**config.mk**
```make
export PLATFORM = sky130hd
export DESIGN_NAME = serial_pattern_generator
export DESIGN_NICKNAME = d
export VERILOG_FILES = /design/src/rtl/serial_pattern_generator.sv
export SDC_FILE = /design/constraint.sdc
export NUM_CORES = 1
export LEC_CHECK = 0
export BUFFER_PORTS_ARGS = -buffer_cell sky130_fd_sc_hd__buf_2
export CAP_MARGIN = 20
export CORE_UTILIZATION = 25
export DETAILED_ROUTE_END_ITERATION = 10
export SETUP_SLACK_MARGIN = 0.15
export SYNTH_ARGS = -nofsm -noshare
export SYNTH_HDL_FRONTEND = slang
export SYNTH_SLANG_ARGS = --single-unit
```
**constraint.sdc**
```tcl
create_clock -name clk -period 2.35 [get_ports clk]
set_input_delay 0.235 -clock clk [delete_from_list [all_inputs] [get_ports clk]]
set_output_delay 0.235 -clock clk [all_outputs]
set_load 0.03 [all_outputs]
```
**src/rtl/serial_pattern_generator.sv**
```systemverilog
// rtl/serial_pattern_generator.sv - programmable MSB-first serial bit pattern transmitter
module serial_pattern_generator #(
  parameter int MAXLEN = 16,
  parameter int LENW   = 5,
  parameter int REPW   = 4,
  parameter int GAPW   = 4
) (
  input  logic              clk,
  input  logic              resetn,
  input  logic              start_valid,
  output logic              start_ready,
  input  logic [MAXLEN-1:0] pattern,
  input  logic [LENW-1:0]   length,
  input  logic [REPW-1:0]   repeat_cnt,
  input  logic [GAPW-1:0]   gap,
  input  logic              idle_level,
  input  logic              abort,
  output logic              x,
  output logic              x_valid,
  output logic              frame_start,
  output logic              done
);

  typedef enum logic [1:0] {IDLE, SHIFT, GAP, DONE} state_t;

  localparam logic [LENW-1:0] MAXLEN_L = LENW'(MAXLEN);

  state_t            state_q, state_d;
  logic [MAXLEN-1:0] pat_q, pat_d;     // latched pattern, left-aligned so the first bit is the MSB
  logic [MAXLEN-1:0] sh_q, sh_d;       // working copy shifted out during a frame
  logic [LENW-1:0]   len_q, len_d;
  logic [LENW-1:0]   idx_q, idx_d;     // index of the bit currently on x, counts down to 0
  logic [REPW-1:0]   frm_q, frm_d;     // frames still to send after the current one
  logic [GAPW-1:0]   gap_q, gap_d;
  logic [GAPW-1:0]   gcnt_q, gcnt_d;   // idle cycles left in the current gap, including this one
  logic              idle_q, idle_d;
  logic              x_d, xv_d, fs_d, done_d;

  logic [LENW-1:0]   len_clamp;
  logic [MAXLEN-1:0] pat_align;

  // Clamp the requested length and align the pattern so bit [L-1] lands in the MSB
  assign len_clamp   = (length > MAXLEN_L) ? MAXLEN_L : length;
  assign pat_align   = pattern << (MAXLEN_L - len_clamp);
  assign start_ready = (state_q == IDLE);

  // Next-state and registered-output logic; abort overrides everything but reset
  always_comb begin
    state_d = state_q;
    pat_d   = pat_q;
    sh_d    = sh_q;
    len_d   = len_q;
    idx_d   = idx_q;
    frm_d   = frm_q;
    gap_d   = gap_q;
    gcnt_d  = gcnt_q;
    idle_d  = idle_q;
    x_d     = x;
    xv_d    = 1'b0;
    fs_d    = 1'b0;
    done_d  = 1'b0;

    if (abort) begin
      state_d = IDLE;
      x_d     = (state_q == IDLE) ? idle_level : idle_q;
    end else begin
      case (state_q)
        IDLE: begin
          x_d = idle_level;
          if (start_valid) begin
            pat_d  = pat_align;
            len_d  = len_clamp;
            frm_d  = repeat_cnt;
            gap_d  = gap;
            idle_d = idle_level;
            if (len_clamp == '0) begin
              state_d = DONE;
              done_d  = 1'b1;
            end else begin
              state_d = SHIFT;
              x_d     = pat_align[MAXLEN-1];
              xv_d    = 1'b1;
              fs_d    = 1'b1;
              sh_d    = pat_align << 1;
              idx_d   = len_clamp - LENW'(1);
            end
          end
        end

        SHIFT: begin
          if (idx_q != '0) begin
            x_d   = sh_q[MAXLEN-1];
            xv_d  = 1'b1;
            sh_d  = sh_q << 1;
            idx_d = idx_q - LENW'(1);
          end else if (frm_q != '0) begin
            frm_d = frm_q - REPW'(1);
            if (gap_q != '0) begin
              state_d = GAP;
              gcnt_d  = gap_q;
              x_d     = idle_q;
            end else begin
              x_d   = pat_q[MAXLEN-1];
              xv_d  = 1'b1;
              fs_d  = 1'b1;
              sh_d  = pat_q << 1;
              idx_d = len_q - LENW'(1);
            end
          end else begin
            state_d = DONE;
            done_d  = 1'b1;
            x_d     = idle_q;
          end
        end

        GAP: begin
          x_d = idle_q;
          if (gcnt_q == GAPW'(1)) begin
            state_d = SHIFT;
            x_d     = pat_q[MAXLEN-1];
            xv_d    = 1'b1;
            fs_d    = 1'b1;
            sh_d    = pat_q << 1;
            idx_d   = len_q - LENW'(1);
          end else begin
            gcnt_d = gcnt_q - GAPW'(1);
          end
        end

        DONE: begin
          state_d = IDLE;
          x_d     = idle_q;
        end

        default: begin
          state_d = IDLE;
        end
      endcase
    end
  end

  // State, job latches and registered outputs; asynchronous clear on resetn low
  always_ff @(posedge clk or negedge resetn) begin
    if (!resetn) begin
      state_q     <= IDLE;
      pat_q       <= '0;
      sh_q        <= '0;
      len_q       <= '0;
      idx_q       <= '0;
      frm_q       <= '0;
      gap_q       <= '0;
      gcnt_q      <= '0;
      idle_q      <= 1'b0;
      x           <= 1'b0;
      x_valid     <= 1'b0;
      frame_start <= 1'b0;
      done        <= 1'b0;
    end else begin
      state_q     <= state_d;
      pat_q       <= pat_d;
      sh_q        <= sh_d;
      len_q       <= len_d;
      idx_q       <= idx_d;
      frm_q       <= frm_d;
      gap_q       <= gap_d;
      gcnt_q      <= gcnt_d;
      idle_q      <= idle_d;
      x           <= x_d;
      x_valid     <= xv_d;
      frame_start <= fs_d;
      done        <= done_d;
    end
  end

endmodule

```
**Word level (Yosys, flattened, before mapping)**

Index checks and enable logic that the tools add are counted.
Widths: inputs -> output; s select.

- Equality and inequality tests: 17
- Muxes and demuxes: 58
- $lt $le $gt $ge: 1
- Reductions and logical operators: 13
- Shift operators: 1
- Bitwise logic cells: 1
- Add/subtract/negate cells: 6

Operators with widths:

| kind | count |
|---|---|
| $mux 16 | 6 |
| $pmux 16 s3 | 1 |
| $mux 5 | 7 |
| $mux 4 | 7 |
| $mux 1 | 22 |
| $pmux 4 s2 | 2 |
| $shl 16x5->16 | 1 |
| $pmux 5 s3 | 1 |
| $sub 5x1->5 const B | 3 |
| $mux 2 | 7 |
| $ne 2x2->1 const B | 7 |
| $ne 3x3->1 const B | 4 |
| $pmux 2 s4 | 1 |
| $reduce_bool 4->1 | 2 |
| $sub 4x1->4 const B | 2 |
| $reduce_and 7->1 | 1 |
| $pmux 1 s3 | 2 |
| $reduce_and 6->1 | 1 |
| $gt 5x5->1 const B | 1 |
| $logic_not 5->1 | 1 |
| $reduce_and 5->1 | 1 |
| $reduce_bool 5->1 | 1 |
| $sub 5x5->5 const A | 1 |
| $eq 2x2->1 const B | 2 |
| other kinds (12) | 13 |

- Input port bits: 34
- Bits in registers: 61

**Depth between registers and ports, before layout**

Gate-level depths: netlist (run 1).

- Depth in word-level cells: 8
- Gate-level depth with buffers: 14
- Depth with buffers taken out: 11

**Worst setup path before layout (run 1)**

No wires, ideal clock.

- Path kind: input to register
- From: input length[0]
- To: register sh_q[9]
- Stages on the path: 14
- Data required time: 2267 ps
- Setup time: 83 ps
- Path buffers: 3
- Data arrival time: 3020 ps
- Path slack: -752 ps
- Path through: nor2b_1 > inv_1 > buf_2 > ha_1 > clkbuf_1 > o21a_1 > ha_1 > clkbuf_1 > nand2_1 > mux2_2 > or4_1 > o311ai_0 > o21ai_0 > o21ai_0

- Cells in the longest elaborated chain, start to end: 7

Ends and longest elaborated chain:

| item | RTL line | text |
|---|---|---|
| start, declared | 13 | `input logic [LENW-1:0] length,` |
| $gt 5x5->1 | 43 | `assign len_clamp = (length > MAXLEN_L) ? MAXLEN_L : length;` |
| $mux 5 * | 43 |  |
| $sub 5x5->5 | 44 | `assign pat_align = pattern << (MAXLEN_L - len_clamp);` |
| $shl 16x5->16 | 44 |  |
| $mux 16 | 76 | `if (len_clamp == '0) begin` |
| $mux 16 | 70 | `if (start_valid) begin` |
| $pmux 16 s3 | 67 | `case (state_q)` |
| end signal, assigned | 147 | `sh_q <= '0;` |
| end signal, assigned | 161 | `sh_q <= sh_d;` |
| end, declared | 30 | `logic [MAXLEN-1:0] sh_q, sh_d;` |

Every way passes the cells marked *; elsewhere a longest branch is shown, timed or not. The select of a mux whose other input is x is not followed.
A chain may end at the register's enable or synchronous reset.

**Final worst setup path (run 1)**

- From: register gap_q[3]
- To: register sh_q[5]

- Cells in the longest elaborated chain, start to end: 3

Ends and longest elaborated chain:

| item | RTL line | text |
|---|---|---|
| start, declared | 34 | `logic [GAPW-1:0] gap_q, gap_d;` |
| start signal, assigned | 165 | `gap_q <= gap_d;` |
| $reduce_bool 4->1 | 98 | `if (gap_q != '0) begin` |
| $ne 3x3->1 (no source line) | n/a |  |
| $reduce_and 7->1 (no source line) | n/a |  |

No other way between the ends.

==> metrics, run 1 <==
CP Capture Type flop; share of cells above drive strength 1 31.6%; Fillers 1,655; Final nets 560; Die Y 130 um; Num CTS Buffers 9; final antenna-violating net count 0; Detailed Routing Iterations Pass 1 5; initial drt markers 309; DRC 0; Max stage delay on crit path 570 ps; number of vias in the routed layout 3,619; clock tree buffer depth 2; Worst-Margin Slew 497 ps; Clock Skew between 15 and 20 ps; final worst setup slack 175 ps; Final Core Density 33.2%; worst vdd ir 496 uV; post-synthesis sequential area ratio a little under two fifths; status complete, no violations; CP endpoint sh_q[5]$_DFFE_PN0P_; Reg2Reg Launch Point gap_q[3]$_DFFE_PN0P_; Skew-Pair Late Insertion Delay 340 ps; drt total wl 11,100 um; clk sinks 60; RSZ-0062 raised after global routing true; worst setup path startpoint gap_q[3]$_DFFE_PN0P_; reg-to-reg slack, setup 180 ps; CP max-delay cell or4_4; critical path type flop to flop; Detail Placement HPWL 8090 um; CTS tree done; Pwr Total 6.43 mW; Hold Slack 139 ps; synthesis-to-layout area growth 29.4%; die width 130 um; R2R Path End sh_q[5]$_DFFE_PN0P_; post-synthesis cell area between 4000 and 5000 sq um; # diodes 0; R2R cell count 7; Die ar. 16,800 sq um; Fin Setup TNS 0 ps; H-Tree Depth 3; CP Cell Sequence or4_4 -> nor2_4 -> o21ai_2 -> a2111o_1 -> buf_6 -> clkbuf_16 -> o31ai_2; Max Fclk roughly 460 MHz; Tmin final 2170 ps; max-slew violations 0; RD Place Congestion 0.856; initial core utilization 25.6%; Port Buffer Count 38; GR Util All Layers 14.1%; placed cell areas 4790 sq um; Final Hold Fails 0; I/O pins 39; per-cell routed wire length 15.1 um; final worst-path cycle share 92.6%; gr ovfl total 0; Top FF cell, synth dfrtp_1; Worst slew margin 66.9%; largest net degree at the start of global routing 43; Ys Warns 0; Power Dens Cells 1220 nW/um^2; #FFs+latches synth 60; leakage power between 2 and 2.5 nW; Synth area leaders dfrtp_1 37%, mux2i_1 5.9%, nand2_1 5.5%, mux2_2 5.0%, mux4_2 5.0%; dpl cells between 700 and 800; Reg clk slew, reported paths 50 ps; Row Count 46; Setup WS pre-CTS -54.7 ps; HP Class input pin to flop; Critical Path Start Type flop; Synth cell types 58; global-route wire length before repair roughly 18,000 um; initial antenna violation count 0; Critical Path RT between 2000 and 3000 ps; commonest non-fill, non-tap cells in the layout 60 x nand2_1, 60 x dfrtp_1, 44 x buf_4; core box area 15,900 sq um; CP Max Fanout 5; number of global-route vias before repair 3,708; Finished Layout Cells 732; MaxCap Viol Count 0; Crit path arrival time 2420 ps; syn nets approximately 480; Synth top area share ~37%; design area 5270 sq um; Async SR Flop Fraction 100%; synthesized area per cell 9.34 sq um; synthesized instance count around 440; cell taking the most area after synthesis dfrtp_1; final setup fails 0; EDFF count, synth 0; vias per cell 4.94; root buf cell clkbuf_16
critical path: cells and delay by family, from the launching register on:
kind,cells,cell delay (ps)
compound gates,3,700
buf+inv,2,310
flops,1,390
simple gates,2,680
worst min-delay path by stage:
| stage | depth (start not counted) | to | startpoint | slack (ps) |
|---|---|---|---|---|
| finish | 2 | gap_q[0]$_DFFE_PN0P_ | gap[0] | 140 |
| global route | 2 | gap_q[2]$_DFFE_PN0P_ | gap[2] | 140 |
| CTS | 2 | gap_q[0]$_DFFE_PN0P_ | gap[0] | 130 |
| detailed placement | 1 | state_q[1]$_DFFE_PN0P_ | resetn | 230 |
| global placement | 1 | state_q[0]$_DFFE_PN0P_ | resetn | 230 |
| floorplan | 0 | done$_DFF_PN0_ | resetn | -60 |
registers in the layout, indices dropped and copies added, names as in the netlist, 2 cells and up:
signal and cells:
gap_q 4, pat_q 16, len_q 5, sh_q 15
gcnt_q 4, frm_q 4, state_q 2, idx_q 5
metal layers:
metal	share of wire [%]	track usage, %	up-vias
met2	46	21.9	120
met1	47	19.1	1732
met5	0	0	-
met4	2.0	5.81	0
li1	-	-	1752
met3	5.4	2.73	15
synthesized netlist by cell type, types with 2 or more instances:
cell,count
a22oi_1,4
mux2_2,18
nand3_1,12
nand3b_1,2
xnor2_1,4
nand2b_1,5
o21ai_2,2
a22o_1,3
a211oi_1,5
a311o_1,2
clkinv_1,2
xor2_1,2
o31ai_1,3
or3_1,2
nor2b_1,6
mux2i_1,24
and3_1,2
o22ai_1,5
o211ai_1,4
dfrtp_1,60
buf_2,7
mux4_2,9
a31oi_1,9
inv_1,19
a221oi_1,3
o31ai_2,4
a21oi_1,23
buf_6,2
ha_1,14
o221ai_1,3
or2_2,3
o21ai_0,40
nor2_1,24
clkbuf_1,15
nor3_1,6
nand2_1,60
a221o_1,7
final cells by class:
cell class	count	area (sq um)	share of cell area (%)
repair buffers	91	661	12.5
clock inverters	4	25.0	0.475
inverters	21	82.6	1.57
flip-flops and latches	60	1500	28.5
clock buffers	11	253	4.80
well taps	216	270	5.13
multi-input cells	329	2480	47.0
report_power, final:
| group | switching, mW | leakage, nW | internal [mW] | total (mW) |
|---|---|---|---|---|
| Combinational | 1.81 | 1.38 | 1.52 | 3.33 |
| Sequential | 0.384 | 0.763 | 1.49 | 1.87 |
| Clock | 0.469 | 0.133 | 0.759 | 1.23 |
| Total | 2.66 | 2.27 | 3.76 | 6.43 |
repair_timing:
item	CTS	global route
gates resized for setup	5	15
endpoints found under the hold margin	18	0
hold buffers	1	0
setup buffers	1	8
setup endpoints to repair	18	22
pin swaps	0	8
cloned	0	3
cells by family (layout without fill, tap and decap cells):
group,Yosys count,after routing,share of synthesized area [%]
AND/OR/NAND/NOR,132,132,15.6
AO/OA/AOI/OAI,126,126,21.1
flip-flops,60,60,36.9
multiplexers,51,51,15.9
buffers and inverters,47,127,5.01
adder cells (fa/ha/maj),14,14,4.30
XOR/XNOR,6,6,1.29
No activity file was read; power rests on OpenSTA's default activity.
==> run 2: changes to the inputs <==
- CORE_ASPECT_RATIO: unset -> 0.75
- GPL_TIMING_DRIVEN: unset -> 0
- REMOVE_ABC_BUFFERS: unset -> 1
==> run 2 against run 1 <==
The flow now finishes with violations (DRC). Clock-buffer cell count is 3 higher. First-iteration DRC count is 26% lower. Hold slack better by 0.84 ps. Maximum frequency is 5.2% lower. Total power is 6.6% higher. Via count is 0.80% higher. Combinational power is 11% higher. Design area is 3.4% higher. Critical path depth is 1 lower. Clock skew is 8.6 ps lower. Non-clock buffer count is 16 lower. Sequential power hardly changed. Critical path type unchanged. Critical endpoint is now sh_q[1]$_DFFE_PN0P_. Largest cell class unchanged. Largest power group unchanged.
==> metrics, run 2 (synthesized netlist as in run 1, its figures left out) <==
root buf cell clkbuf_16; Worst-Margin Slew 606 ps; final antenna-violating net count 0; final setup fails 0; share of cells above drive strength 1 35.8%; Final nets 544; Detailed Routing Iterations Pass 1 8; Hold Slack 140 ps; Flop pwr share roughly 28%; Power Dens Cells roughly 1300 nW/um^2; drt total wl 11,600 um; Max Fclk 436 MHz; GR Util All Layers 14.3%; Crit path arrival time about 2500 ps; per-cell routed wire length 16.4 um; design area 5450 sq um; Skew-Pair Late Insertion Delay 330 ps; number of vias in the routed layout around 3,600; Row Count 40; final worst-path cycle share between 90% and 100%; placed cell areas ~4500 sq um; CP Max Fanout 7; vias per cell 5.14; initial antenna violation count 0; clk sinks 60; gr ovfl total 0; RSZ-0062 raised after global routing true; dpl cells 660; Finished Layout Cells 710; CP Capture Type flop; initial core utilization 25.5%; clock tree buffer depth 2; leakage power 2.29 nW; Die ar. roughly 17,000 sq um; Final Hold Fails 0; H-Tree Depth 3; DRC 1; core box area 16,000 sq um; critical path type flop to flop; I/O pins 39; Final Core Density 34.1%; registers with the most flip-flops pat_q: 16 flops, sh_q: 15 flops; worst vdd ir 456 uV; Num CTS Buffers 9; Psw 2.85 mW; Critical Path Start Type flop; leading cell type in the layout, fill and taps excluded dfrtp_1; Clock Power Share 18.5%; Reg clk slew, reported paths 50 ps; Comb power frac between 50 and 60%; die width 149 um; failing checks DRC; global-route wire length before repair 18,900 um; Port Buffer Count 38; Clock Skew 7.43 ps; MaxCap Viol Count 0; Worst slew margin 59.3%; Max stage delay on crit path 570 ps; Detail Placement HPWL 7640 um; status finished with violations; max reg flops 16; Switching Fraction 41.6%; commonest non-fill, non-tap cells in the layout 59 x dfrtp_1, 53 x nand2_1, 36 x buf_2; CP max-delay cell or4_4; CP Cell Sequence or4_4 -> nor2_4 -> o21ai_2 -> a2111o_2 -> clkbuf_16 -> mux2_4; initial drt markers between 200 and 250; Critical Path RT 2570 ps; number of global-route vias before repair about 3,600; HP Class input pin to flop; Fin Setup TNS 0 ps; largest net degree at the start of global routing 44; synthesis-to-layout area growth 33.9%; RD Place Congestion 0.843; max-slew violations 0; Largest Register pat_q; CTS tree done; # diodes 0; Tmin final 2290 ps; Die Y 113 um; Int Power 4.00 mW
==> run 2: cell count changes in the layout (fill, tap and decap cells not counted), moves of 4 or more <==
cell and change:
nand2_1 -7, nand2_4 +4, o21ai_2 +4, mux2i_1 -4, ha_1 -4, buf_4 -19
==> run 2: stage by stage <==
stage               power, mW  setup WS (ps)
floorplan                3.81          -1270
global placement         4.47          -2330
detailed placement       4.59          -2330
CTS                      6.37           31.9
global route             7.29          -20.2
finish                   6.85           55.7
==> run 2: power by group through the flow <==
stage	logic, mW	registers [mW]	clock network [mW]
finish	3.69	1.90	1.26
global route	3.99	1.95	1.35
CTS	3.25	1.84	1.29
detailed placement	2.74	1.85	0
global placement	2.64	1.83	0
floorplan	2.02	1.79	0
==> run 2: worst paths after layout <==
path                                 startpoint                   end  slack [ps]  depth (start not counted)
hold / removal                           gap[3]  gap_q[3]$_DFFE_PN0P_         140                          2
hold reg to reg            pat_q[6]$_DFFE_PN0P_  pat_q[6]$_DFFE_PN0P_         480                          2
setup / recovery           gap_q[2]$_DFFE_PN0P_   sh_q[1]$_DFFE_PN0P_          60                          6
setup reg to reg           gap_q[2]$_DFFE_PN0P_   sh_q[1]$_DFFE_PN0P_          60                          6
max in group asynchronous                resetn  len_q[4]$_DFFE_PN0P_        1320                          3
min in group asynchronous                resetn        done$_DFF_PN0_         430                          2
==> run 2: area by class of cell <==
type	count	area (sq um)
Tap cell	210	263
Multi-Input combinational cell	329	2690
Inverter	21	90.1
Clock inverter	1	5.00
Timing Repair Buffer	75	613
Sequential cell	60	1500
Fill cell	1586	10500
Clock buffer	14	284
==> run 2: critical path, delay by kind of cell, from the launching register on <==
family / cells / cell delay [ps]
and+or+nand+nor: 2 / 690
buffers and inverters: 1 / 220
muxes: 1 / 300
DFF: 1 / 380
AOI/OAI and AO/OA: 2 / 590
==> run 2: timing repair <==
item / 4_1_cts / 5_1_grt
pin swaps: 8 / 17
setup buffers: 18 / 13
endpoints found under the setup margin: 58 / 35
hold endpoints to repair: 20 / 0
cloned: 3 / 0
gates resized for setup: 47 / 56
hold buffers: 1 / 0
==> run 2: routing by layer <==
layer  part of all wire (%)  routed length, um  GRT usage [%]  vias up
met1                     49               5730           21.3     1801
met3                    6.0                694           3.17        5
met4                   0.33                 38           3.47        0
li1                       -                  -              -     1722
met2                     45               5190           20.9      120
met5                      0                  0              0        -
==> run 3: changes to the inputs <==
==> constraint.sdc (replaced) <==
create_clock -name clk -period 2.35 [get_ports clk]
set_input_delay 0.705 -clock clk [delete_from_list [all_inputs] [get_ports clk]]
set_output_delay 0.705 -clock clk [all_outputs]
set_load 0.03 [all_outputs]
==> run 3 against run 2 <==
Critical path type is now input pin to flop. Clock skew is 1.5 ps higher. Utilization is 2.7 points higher. Worst setup slack worse by 270 ps. Largest cell class unchanged. Non-clock buffer count is 16 higher. Wire length is 3.4% higher. First-iteration DRC count is 8.7% lower. The flow finishes with violations (DRC, setup timing). Largest power group unchanged. Sequential cell count stayed put.
==> metrics, run 3 (synthesized netlist as in run 1, its figures left out) <==
number of vias in the routed layout roughly 3,700; Critical Path Start Type input pin; Reg2Reg Launch Point gap_q[2]$_DFFE_PN0P_; R2R cell count 8; Fillers 1,524; placed cell areas 4450 sq um; Final nets 560; leading cell type in the layout, fill and taps excluded dfrtp_1; M1 WL 5780 um; Reg clk slew, reported paths about 50 ps; failing checks DRC, setup timing; initial drt markers 210; max reg flops 16; Power Dens Cells ~1200 nW/um^2; clk sinks 60; drt total wl 12,000 um; Critical Path RT around 2600 ps; registers with the most flip-flops pat_q: 16 flops, sh_q: 15 flops; number of global-route vias before repair 3,667; HP Class input pin to asynchronous set/reset pin; Pwr Total 7.09 mW; final worst setup slack -214 ps; Comb power frac 55.2%; initial antenna violation count 0; global-route wire length before repair 19,300 um; Max Fclk 390 MHz; max layer used met4; Worst-Margin Slew between 500 and 600 ps; final setup fails 30; Clock Skew 8.98 ps; Final Hold Fails 0; Detailed Routing Iterations Pass 1 8; Switching Fraction between 40 and 50%; synthesis-to-layout area growth 44.5%; CTS tree done; max-slew violations 0; Skew-Pair Late Insertion Delay roughly 330 ps; share of cells above drive strength 1 about 45%; Fin Setup TNS -3120 ps; Num CTS Buffers 9; status finished with violations; die width 149 um; core box area approximately 16,000 sq um; Finished Layout Cells 726; leakage power 2.44 nW; RSZ-0062 raised after global routing true; final antenna-violating net count 0; Crit path arrival time 2810 ps; Die Y between 100 and 150 um; hold buffer count at CTS 0; DR WL met3 539 um; reg-to-reg slack, setup -70 ps; I/O pins 39; vias per cell 5.16; Port Buffer Count 38; Tmin final 2560 ps; Row Count 40; RD Place Congestion approximately 0.84; # diodes 0; DRC 1; Die ar. 16,800 sq um; largest net degree at the start of global routing 44; dpl cells between 600 and 700; commonest non-fill, non-tap cells in the layout 59 x dfrtp_1, 47 x nand2_1, 36 x buf_2, 36 x buf_4, 19 x a21oi_1; MaxCap Viol Count 0; root buf cell clkbuf_16; gr ovfl total 0; Psw 2.98 mW; critical path type input pin to flop; Flop pwr share between 20% and 30%; Worst slew margin a little over three fifths; final worst-path cycle share 109%; Int Power 4.11 mW; CP Capture Type flop; Detail Placement HPWL 7640 um; per-cell routed wire length between 15 and 20 um; clock tree buffer depth 2; H-Tree Depth 3; worst vdd ir 603 uV; R2R Path End sh_q[13]$_DFFE_PN0P_; Largest Register pat_q; design area 5880 sq um; Clock Power Share between 10% and 20%; GR Util All Layers 14.6%; met2 wire length ~5600 um; CP Max Fanout 3; initial core utilization 25.5%
## run 3: cell count changes in the layout (fill, tap and decap cells not counted), sizes merged
| cell | previous run | this run |
|---|---|---|
| clkinv | 2 | 3 |
| buf | 73 | 90 |
| inv | 19 | 18 |
| dlygate4sd3 | 1 | 0 |
## run 3: what timing repair did
| action | in CTS | in global routing |
|---|---|---|
| hold endpoints to repair | 0 | 0 |
| setup buffers | 29 | 19 |
| cloned | 3 | 0 |
| pin swaps | 24 | 24 |
| endpoints found under the setup margin | 59 | 47 |
| gates resized for setup | 113 | 63 |
## run 3: stage by stage
step / setup WS, ps / utilization [%] / hold WS, ps
global placement: -2800 / 27.6 / 462
detailed placement: -2800 / 27.9 / 470
CTS: -171 / 34.4 / 365
finish: -214 / 36.8 / 344
global route: -266 / 36.8 / 386
floorplan: -1740 / - / 409
## run 3: area by class of cell
| class | count | area [sq um] | share of cell area, % |
|---|---|---|---|
| Inverter | 21 | 100 | 1.70 |
| Clock buffer | 14 | 284 | 4.83 |
| Timing Repair Buffer | 91 | 757 | 12.9 |
| Clock inverter | 1 | 5.00 | 0.0851 |
| Sequential cell | 60 | 1500 | 25.5 |
| Multi-Input combinational cell | 329 | 2970 | 50.5 |
| Tap cell | 210 | 263 | 4.47 |
## run 3: worst max-delay path, stage by stage
cell,delay (ps)
buf_12,110
nor2b_4,130
clkinvlp_4,120
ha_4,180
o21a_4,130
ha_4,290
nand2_2,50
mux2_4,290
or4_4,440
o311ai_4,100
o21ai_1,120
o21ai_1,140
## run 3: per-layer routing
layer  global-route usage [%]  vias to the layer above
met4                     3.88                        0
li1                         -                     1764
met2                     22.4                       98
met1                     20.5                     1867
met5                        0                        -
met3                     3.33                       18
## run 3: worst max path at each step
| stage | from | end |
|---|---|---|
| floorplan | length[0] | sh_q[10]$_DFFE_PN0P_ |
| global placement | length[4] | sh_q[11]$_DFFE_PN0P_ |
| detailed placement | length[4] | sh_q[15]$_DFFE_PN0P_ |
| CTS | length[4] | x$_DFF_PN0_ |
| global route | length[4] | sh_q[9]$_DFFE_PN0P_ |
| finish | length[4] | sh_q[9]$_DFFE_PN0P_ |
## run 3: power groups by stage
stage               clock [mW]  sequential [mW]  combinational [mW]
finish                    1.26             1.92                3.91
global route              1.34             1.97                4.24
CTS                       1.29             1.86                3.41
detailed placement           0             1.85                2.74
global placement             0             1.83                2.64
floorplan                    0             1.79                2.02
